File: src/rtl/ubuff_pkg.sv
// Shared constants, state type and mask helper for the 8-lane unpack buffer.
package ubuff_pkg;

  localparam int unsigned WORD_W   = 64;
  localparam int unsigned IN_LANES = 8;

  typedef enum logic {StEmpty, StDrain} state_e;

  typedef struct packed {
    logic [3:0] cnt;
    logic       err;
  } lead_t;

  // Leading ones counted from the MSB; err flags any one below the first zero.
  function automatic lead_t lead_ones(input logic [IN_LANES-1:0] mask);
    lead_t r;
    logic  seen_zero;
    r         = '0;
    seen_zero = 1'b0;
    for (int i = IN_LANES - 1; i >= 0; i--) begin
      if (!seen_zero) begin
        if (mask[i]) r.cnt = r.cnt + 4'd1;
        else         seen_zero = 1'b1;
      end else if (mask[i]) begin
        r.err = 1'b1;
      end
    end
    return r;
  endfunction

endpackage

File: src/rtl/ubuff_lane_sel.sv
// Picks OUT_LANES consecutive words starting at a lane pointer (lane 7 first),
// zero-filling any slice at or beyond the valid count.
module ubuff_lane_sel
  import ubuff_pkg::*;
#(
  parameter int unsigned OUT_LANES = 2
) (
  input  logic [WORD_W*IN_LANES-1:0]  line,
  input  logic [3:0]                  ptr,
  input  logic [3:0]                  cnt,
  output logic [WORD_W*OUT_LANES-1:0] word_out,
  output logic [OUT_LANES-1:0]        valid_out
);

  // Output slice OUT_LANES-1-j carries lane 7-(ptr+j); top slice is earliest.
  always_comb begin
    word_out  = '0;
    valid_out = '0;
    for (int j = 0; j < OUT_LANES; j++) begin
      if ((int'(ptr) + j) < int'(cnt)) begin
        valid_out[OUT_LANES-1-j] = 1'b1;
        word_out[(OUT_LANES-1-j)*WORD_W +: WORD_W] =
          line[(IN_LANES-1-(int'(ptr)+j))*WORD_W +: WORD_W];
      end
    end
  end

endmodule

File: src/rtl/ubuff_unpack_x8.sv
// Serialises dense 8-word lines into OUT_LANES-wide beats with ready/valid on
// both sides; a zero-count line yields a single empty beat (flush marker).
module ubuff_unpack_x8
  import ubuff_pkg::*;
#(
  parameter int unsigned OUT_LANES = 2
) (
  input  logic                        clk,
  input  logic                        rst,
  input  logic [WORD_W*IN_LANES-1:0]  word_in,
  input  logic [IN_LANES-1:0]         word_in_valid,
  input  logic                        in_valid,
  input  logic                        last_input_in,
  output logic                        in_ready,
  output logic [WORD_W*OUT_LANES-1:0] word_out,
  output logic [OUT_LANES-1:0]        valid_out,
  output logic                        out_valid,
  input  logic                        out_ready,
  output logic                        last_out,
  output logic                        mask_err
);

  state_e                     state_q;
  logic [WORD_W*IN_LANES-1:0] line_q;
  logic [3:0]                 cnt_q;
  logic [3:0]                 ptr_q;
  logic                       last_q;
  logic                       err_q;

  logic                        draining;
  logic                        final_beat;
  logic                        accept;
  lead_t                       lead;
  logic [WORD_W*OUT_LANES-1:0] sel_word;
  logic [OUT_LANES-1:0]        sel_valid;

  assign lead     = lead_ones(word_in_valid);
  assign draining = (state_q == StDrain);
  // Final when this beat covers everything up to cnt; cnt=0 is final at once.
  assign final_beat = draining &&
                      (({1'b0, ptr_q} + 5'(OUT_LANES)) >= {1'b0, cnt_q});
  assign in_ready  = !rst && ((state_q == StEmpty) || (final_beat && out_ready));
  assign accept    = in_valid && in_ready;

  ubuff_lane_sel #(
    .OUT_LANES (OUT_LANES)
  ) u_lane_sel (
    .line      (line_q),
    .ptr       (ptr_q),
    .cnt       (cnt_q),
    .word_out  (sel_word),
    .valid_out (sel_valid)
  );

  // Beat outputs are pure functions of held state, so they hold under stall.
  always_comb begin
    out_valid = draining;
    word_out  = draining ? sel_word : '0;
    valid_out = draining ? sel_valid : '0;
    last_out  = final_beat && last_q;
    mask_err  = err_q;
  end

  // Line capture, pointer advance and drain/empty sequencing.
  always_ff @(posedge clk or posedge rst) begin
    if (rst) begin
      state_q <= StEmpty;
      line_q  <= '0;
      cnt_q   <= '0;
      ptr_q   <= '0;
      last_q  <= 1'b0;
      err_q   <= 1'b0;
    end else begin
      err_q <= accept && lead.err;
      if (accept) begin
        // Also covers the no-bubble case: final beat retires as the next loads.
        state_q <= StDrain;
        line_q  <= word_in;
        cnt_q   <= lead.cnt;
        last_q  <= last_input_in;
        ptr_q   <= '0;
      end else if (draining && out_ready) begin
        if (final_beat) state_q <= StEmpty;
        else            ptr_q   <= ptr_q + 4'(OUT_LANES);
      end
    end
  end

endmodule
File: config.mk
export PLATFORM = sky130hd
export DESIGN_NAME = ubuff_unpack_x8
export DESIGN_NICKNAME = d
export VERILOG_FILES = /design/src/rtl/ubuff_pkg.sv /design/src/rtl/ubuff_lane_sel.sv /design/src/rtl/ubuff_unpack_x8.sv
export SDC_FILE = /design/constraint.sdc
export NUM_CORES = 1
export LEC_CHECK = 0
export CORE_AREA = 2 2 259 261
export DETAILED_ROUTE_END_ITERATION = 12
export DIE_AREA = 0 0 261 263
export PLACE_DENSITY = 0.65
export SETUP_SLACK_MARGIN = 0.15
export SYNTH_ARGS = -nofsm -noshare
export SYNTH_HDL_FRONTEND = slang
export SYNTH_SLANG_ARGS = --single-unit
File: constraint.sdc
create_clock -name clk -period 16.2 [get_ports clk]
set_input_delay 2.43 -clock clk [delete_from_list [all_inputs] [get_ports clk]]
set_output_delay 2.43 -clock clk [all_outputs]
set_load 0.01 [all_outputs]
# After elaboration in Yosys (flattened, before gate mapping)
# Index checks and enable logic that the tools add are counted.
op_classes:
  shifts: 2
  n_bitwise: 1
  reduce_logical: 13
  eq_ne: 1
  muxes: 54
  n_lt_le_gt_ge: 3
  n_addsub: 13
ops:
  columns: ["operator", "count"]
  rows:
  - ["512-bit by 33-bit indexed part select with 64-bit output", 2]
  - ["128-bit 2-to-1 mux", 1]
  - ["64-bit 2-to-1 mux", 2]
  - ["4-bit 2-to-1 mux", 16]
  - ["1-bit 2-to-1 mux", 33]
  - ["32-bit by 5-bit < comparator with 1-bit output", 1]
  - ["3-bit by 26-bit subtractor with 26-bit output, first input constant", 1]
  - ["4-bit by 1-bit adder with 4-bit output, second input constant", 6]
  - ["4-bit by 1-bit adder with 5-bit output, second input constant", 2]
  - ["1-bit logical AND", 7]
  - ["4-bit by 2-bit adder with 5-bit output, second input constant", 1]
  - ["5-bit by 4-bit >= comparator with 1-bit output", 1]
  - ["3-bit by 4-bit subtractor with 5-bit output, first input constant", 1]
  - ["4-bit by 2-bit adder with 4-bit output, second input constant", 1]
  - ["4-bit < comparator", 1]
  - ["2-bit 2-to-1 mux", 2]
  - ["2-bit AND reduction", 2]
  - ["2-bit nonzero test", 2]
  - ["1-bit by 1-bit adder with 2-bit output, second input constant", 1]
  - ["2-bit by 1-bit != test with 1-bit output, second input constant", 1]
  - ["1-bit logical NOT", 1]
  - ["1-bit logical OR", 1]
  - ["1-bit inverter", 1]
word_totals:
  wordCells: 93
  inputBits: 525
  register_bits: 523
  out_inout_bits: 134

# Depth between registers and ports, before layout
depth:
  ltp_word: 22
  depth_mapped: 16
  ltp_nobuf: 16

# Cells and area by module
# Synthesis repeated with hierarchy kept, for this count alone.
unflattened:
  cells_unflattened: 2024
  area_unflattened_um2: 30207.7
by_module_without_submodules:
  columns: ["mod", "cells_per_inst", "seq_area_each_um2", "area_each_um2", "instances"]
  rows:
  - ["ubuff_unpack_x8", 1327, 13062.5, 21832.2, 1]
  - ["ubuff_lane_sel", 697, 0.0, 8375.5, 1]

# Worst setup path after synthesis
# OpenSTA, ideal clock, no wires.
synth_timing:
  path_type: "register to output"
  startpoint: "register ptr_q[1]"
  endpoint: "output word_out[109]"
  path_slack_ns: 11.087
  t_required_ns: 13.770
  arrival_ns: 2.683
  n_path_buf: 5
  path_stages_with_launch: 13
  cell_sequence: "dfrtp_1 -> clkbuf_1 -> clkbuf_1 -> buf_2 -> inv_1 -> ha_1 -> o21bai_1 -> a21oi_1 -> nor2b_1 -> or4b_1 -> buf_2 -> clkbuf_1 -> and2b_1"
synth_between:
  elab_chain_len: 4
  word_cells_on_any_way: 5
  cone_classes: "add/sub (1); order compare (1); shift (1); mux (2)"
synth_lines:
  columns: ["element", "line", "rtl"]
  rows:
  - ["start, declared", "ubuff_unpack_x8.sv:26", "logic [3:0] ptr_q;"]
  - ["start signal, assigned", "ubuff_unpack_x8.sv:84", "else ptr_q <= ptr_q + 4'(OUT_LANES);"]
  - ["3-bit by 4-bit subtractor with 5-bit output", "ubuff_lane_sel.sv:23", "line[(IN_LANES-1-(int'(ptr)+j))*WORD_W +: WORD_W];"]
  - ["512-bit by 33-bit indexed part select with 64-bit output", "ubuff_lane_sel.sv:23", null]
  - ["64-bit 2-to-1 mux (*)", "ubuff_lane_sel.sv:20", "if ((int'(ptr) + j) < int'(cnt)) begin"]
  - ["128-bit 2-to-1 mux (*)", "ubuff_unpack_x8.sv:58", "word_out = draining ? sel_word : '0;"]
  - ["end, declared", "ubuff_unpack_x8.sv:15", "output logic [WORD_W*OUT_LANES-1:0] word_out,"]
# Every way passes the cells marked *; elsewhere a longest branch is shown, timed or not.

# Final worst setup path
layout_timing:
  startpoint: "register ptr_q[1]"
  endpoint: "output word_out[104]"
# Same word-level chain as after synthesis.

==> impl_metrics.py <==
metrics = {
    "setup_path": {
        "timing.critical_path.cells": "buf_4 -> buf_4 -> mux4_2 -> nor2b_1 -> clkdlybuf4s50_1",
        "cp-start-kind": "flip-flop",
        "cp.required_ns": 13.77,
        "critPathCaptureType": "output pin",
        "r2r_end": "line_q[19]",
        "worstRegToRegCells": 11,
        "critical_path_source": "ptr_q[1]",
        "crit_slowest_cell": "dfrtp_4",
        "rrSetupSlack_ns": 10.41,
        "critPathKind": "reg2out",
        "crit_path_most_repeated_cell": "buf_4",
        "crit_path_max_incr_delay_ns": 0.89,
        "r2r_path_start": "ptr_q[1]",
        "critical_path_arrival_ns": 4.23,
        "critical_path.max_fanout": 36,
    },
    "placed_design": {
        "dp_hpwl_mm": 52.3,
        "placement.io_buffers": 658,
        "place_congestion": 0.833,
        "dp.cells": 3966,
    },
    "yosys": {
        "post-synth-top-area-cell": "dfrtp_1",
        "synth.top_cells.by_count": "nand2_1 (1548), dfrtp_1 (522), buf_2 (129)",
        "postSynthAreaPerCell_um2": 9.32,
        "post_synth_main_area_contributors": "dfrtp_1 (54%), nand2_1 (24%), mux4_2 (12%)",
        "ys_seq_elements": 522,
        "synth_top_area_share_pct": 54.3,
        "mappedNetlistArea_um2": 24000,
        "yosysWarningCount": 0,
        "synth_fp_nets": 3119,
        "synth_cell_types": 42,
        "async_reset_ff_share_pct": 100,
        "count_of_flip_flops_with_a_built_in_enable_after_synthesis": 0,
        "synth_sequential_area_ratio_pct": 54.3,
        "synthCells": 2580,
        "yosysMostFrequentCell": "nand2_1",
        "synth-main-ff-cell": "dfrtp_1",
    },
    "timing": {
        "setup_viol": 0,
        "timing.final.crit_share_pct": 41.1,
        "final_max_slew_viol_count": 0,
        "hold_ws_ns": 0.467,
        "post_route_setup_tns_ns": 0,
        "fin_skew_ns": 0.0127,
        "fmax_mhz": 150,
        "hold_viol": 0,
        "max_slew_margin_vs_limit_pct": 20.3,
        "rsz0062_at_grt": "no",
        "worst-slew-pin-transition_ns": 1.20,
        "finalWorstPathRequiredPeriod_ns": 6.66,
    },
    "routing": {
        "drt.antenna.violating_nets": 0,
        "detailedRoute.firstIterationViolations": 1485,
        "highest_layer": "met5",
        "detailroute.wirelength.met2_mm": 37.7,
        "route.final.wire_length_mm": 76.0,
        "met3_length_mm": 4.19,
        "wirelength_met1_mm": 31.6,
        "post_drt_via_cell_ratio": 4.81,
        "vias": 19700,
        "route.detailed.drc": 0,
        "length_of_the_first_detailed_routing_pass_in_iterations": 5,
        "average_wire_per_standard_cell_um": 18.6,
    },
    "floorplanning": {
        "initial_standard_cell_utilization_of_the_core_pct": 36.6,
        "top_level_pins": 659,
        "die_height_um": 263,
        "design.core.area_um2": 65600,
        "die_area_um2": 68600,
        "die_w_um": 261,
        "floorplan.rows": 94,
    },
    "final_layout": {
        "final_instance_count_excl_fillers": 4091,
        "layout.filler_cells": 6073,
        "synthToLayoutAreaGrowth_pct": 38.2,
        "num-nets-final": 3701,
        "share_of_cells_above_drive_strength_1_pct": 8.10,
        "fin_util_pct": 50.6,
    },
    "min_path": {
        "min-delay-start": "line_q[130]",
        "hold_path_end": "line_q[130]",
        "worstHoldPathType": "reg2reg",
        "hold_path_depth": 2,
    },
    "cts": {
        "max-clock-path-buffers": 3,
        "cts.clk_slew.worst_paths_ns": 0.06,
        "cts_hold_buf": 0,
        "cts_post_setup_buffers_inserted": 0,
        "clkLatencyLatePin_ns": 0.61,
        "cts_inserted_buffers": 58,
        "ctsResizeCount": 0,
        "htree_num_levels": 2,
        "clock_tree.root_cell": "clkbuf_16",
        "tritoncts_clock_tree": "built",
        "clkSinkCount": 522,
    },
    "global_route": {
        "global_route.usage.total_pct": 22.0,
        "initial_antenna_violation_count": 21,
        "maximum_number_of_pins_on_one_net_before_global_route_repair": 167,
        "first_global_vias": 20200,
        "grt_pass1_wl_mm": 118,
        "grt-ovfl-total": 0,
    },
    "job": {
        "cap_violations": 0,
    },
    "power": {
        "power.density_nw_per_um2": 184,
        "static-leakage-power_nw": 15.9,
        "worst_case_vdd_ir_drop_v": 0.000158,
        "total_power_mw": 6.12,
    },
    "run_status": {
        "status": "complete, no violations",
    },
}
[cell families after synthesis]
| family | Yosys count | synth area share (%) |
|---|---|---|
| and+or+nand+nor | 1710 | 28.4 |
| DFF | 522 | 54.3 |
| buffers and inverters | 171 | 3.34 |
| muxes | 133 | 12.2 |
| AOI/OAI and AO/OA | 25 | 0.755 |
| adders and majority gates | 14 | 0.729 |
| xor gates and xnor gates | 5 | 0.182 |
[registers in the layout, indices dropped and copies added (netlist names)]
signal,cells
cnt_q,4
ptr_q,3
line_q,512
mask_err,1
out_valid,1
last_q,1
[cell type report]
cell class	instances	area (um2)	share of cell area, %
Antenna cell	17	42.5	0.128
Clock buffer	80	1680	5.05
Clock inverter	28	315	0.949
Inverter	11	45.0	0.136
Multi-Input combinational cell	1887	10200	30.7
Sequential cell	522	13100	39.4
Tap cell	864	1080	3.25
Timing Repair Buffer	682	6780	20.4
[power by group]
group	switching, mW	total (mW)	internal (mW)
Clock	0.565	1.38	0.819
Combinational	1.23	2.47	1.24
Sequential	0.357	2.27	1.91
[routing by layer]
metal,up-vias,track usage [%]
met5,-,0
met4,6,8.26
met3,142,3.83
met2,527,36.6
met1,9682,28.7
li1,9325,-
[placed cells by master, fill, tap and decap left out, drive strengths merged, types with 2 or more instances in the layout]
cell type / synthesis / routed
nor2b: 108 / 108
mux2i: 5 / 5
nand2b: 5 / 5
and2b: 22 / 22
mux4: 128 / 128
clkdlybuf4s50: 0 / 658
clkbuf: 29 / 80
nand4: 3 / 3
ha: 14 / 14
nand2: 1548 / 1548
bufinv: 0 / 6
o21ai: 6 / 6
xnor2: 4 / 4
a21oi: 3 / 3
dfrtp: 522 / 522
and3: 2 / 2
diode: 0 / 17
inv: 11 / 12
o21a: 2 / 2
nor2: 10 / 10
buf: 131 / 24
clkinvlp: 0 / 5
a31oi: 2 / 2
a21boi: 2 / 2
or2: 2 / 2
clkinv: 0 / 16
nand3b: 2 / 2
[worst max-delay path by stage]
stage	end	slack, ns	cells after the start
floorplan	cnt_q[0]	6.68	1
global placement	line_q[25]	9.33	9
detailed placement	line_q[19]	9.27	9
CTS	word_out[104]	9.34	5
global route	word_out[103]	9.18	5
finish	word_out[104]	9.54	5
[worst max-delay path: cells and delay by family (launching register included)]
family / cells / cell delay, ns
buf+inv: 3 / 1.93
flops: 1 / 0.89
mux: 1 / 0.60
simple gates: 1 / 0.14
[metrics by stage]
step	instance area, um2	worst slack, ns
6_report	33200	9.54
3_5_place_dp	31200	9.27
4_1_cts	33200	9.34
5_1_grt	33200	9.18
2_1_floorplan	24000	6.68
3_3_place_gp	31200	9.33
(Power assumes the default switching activity.)
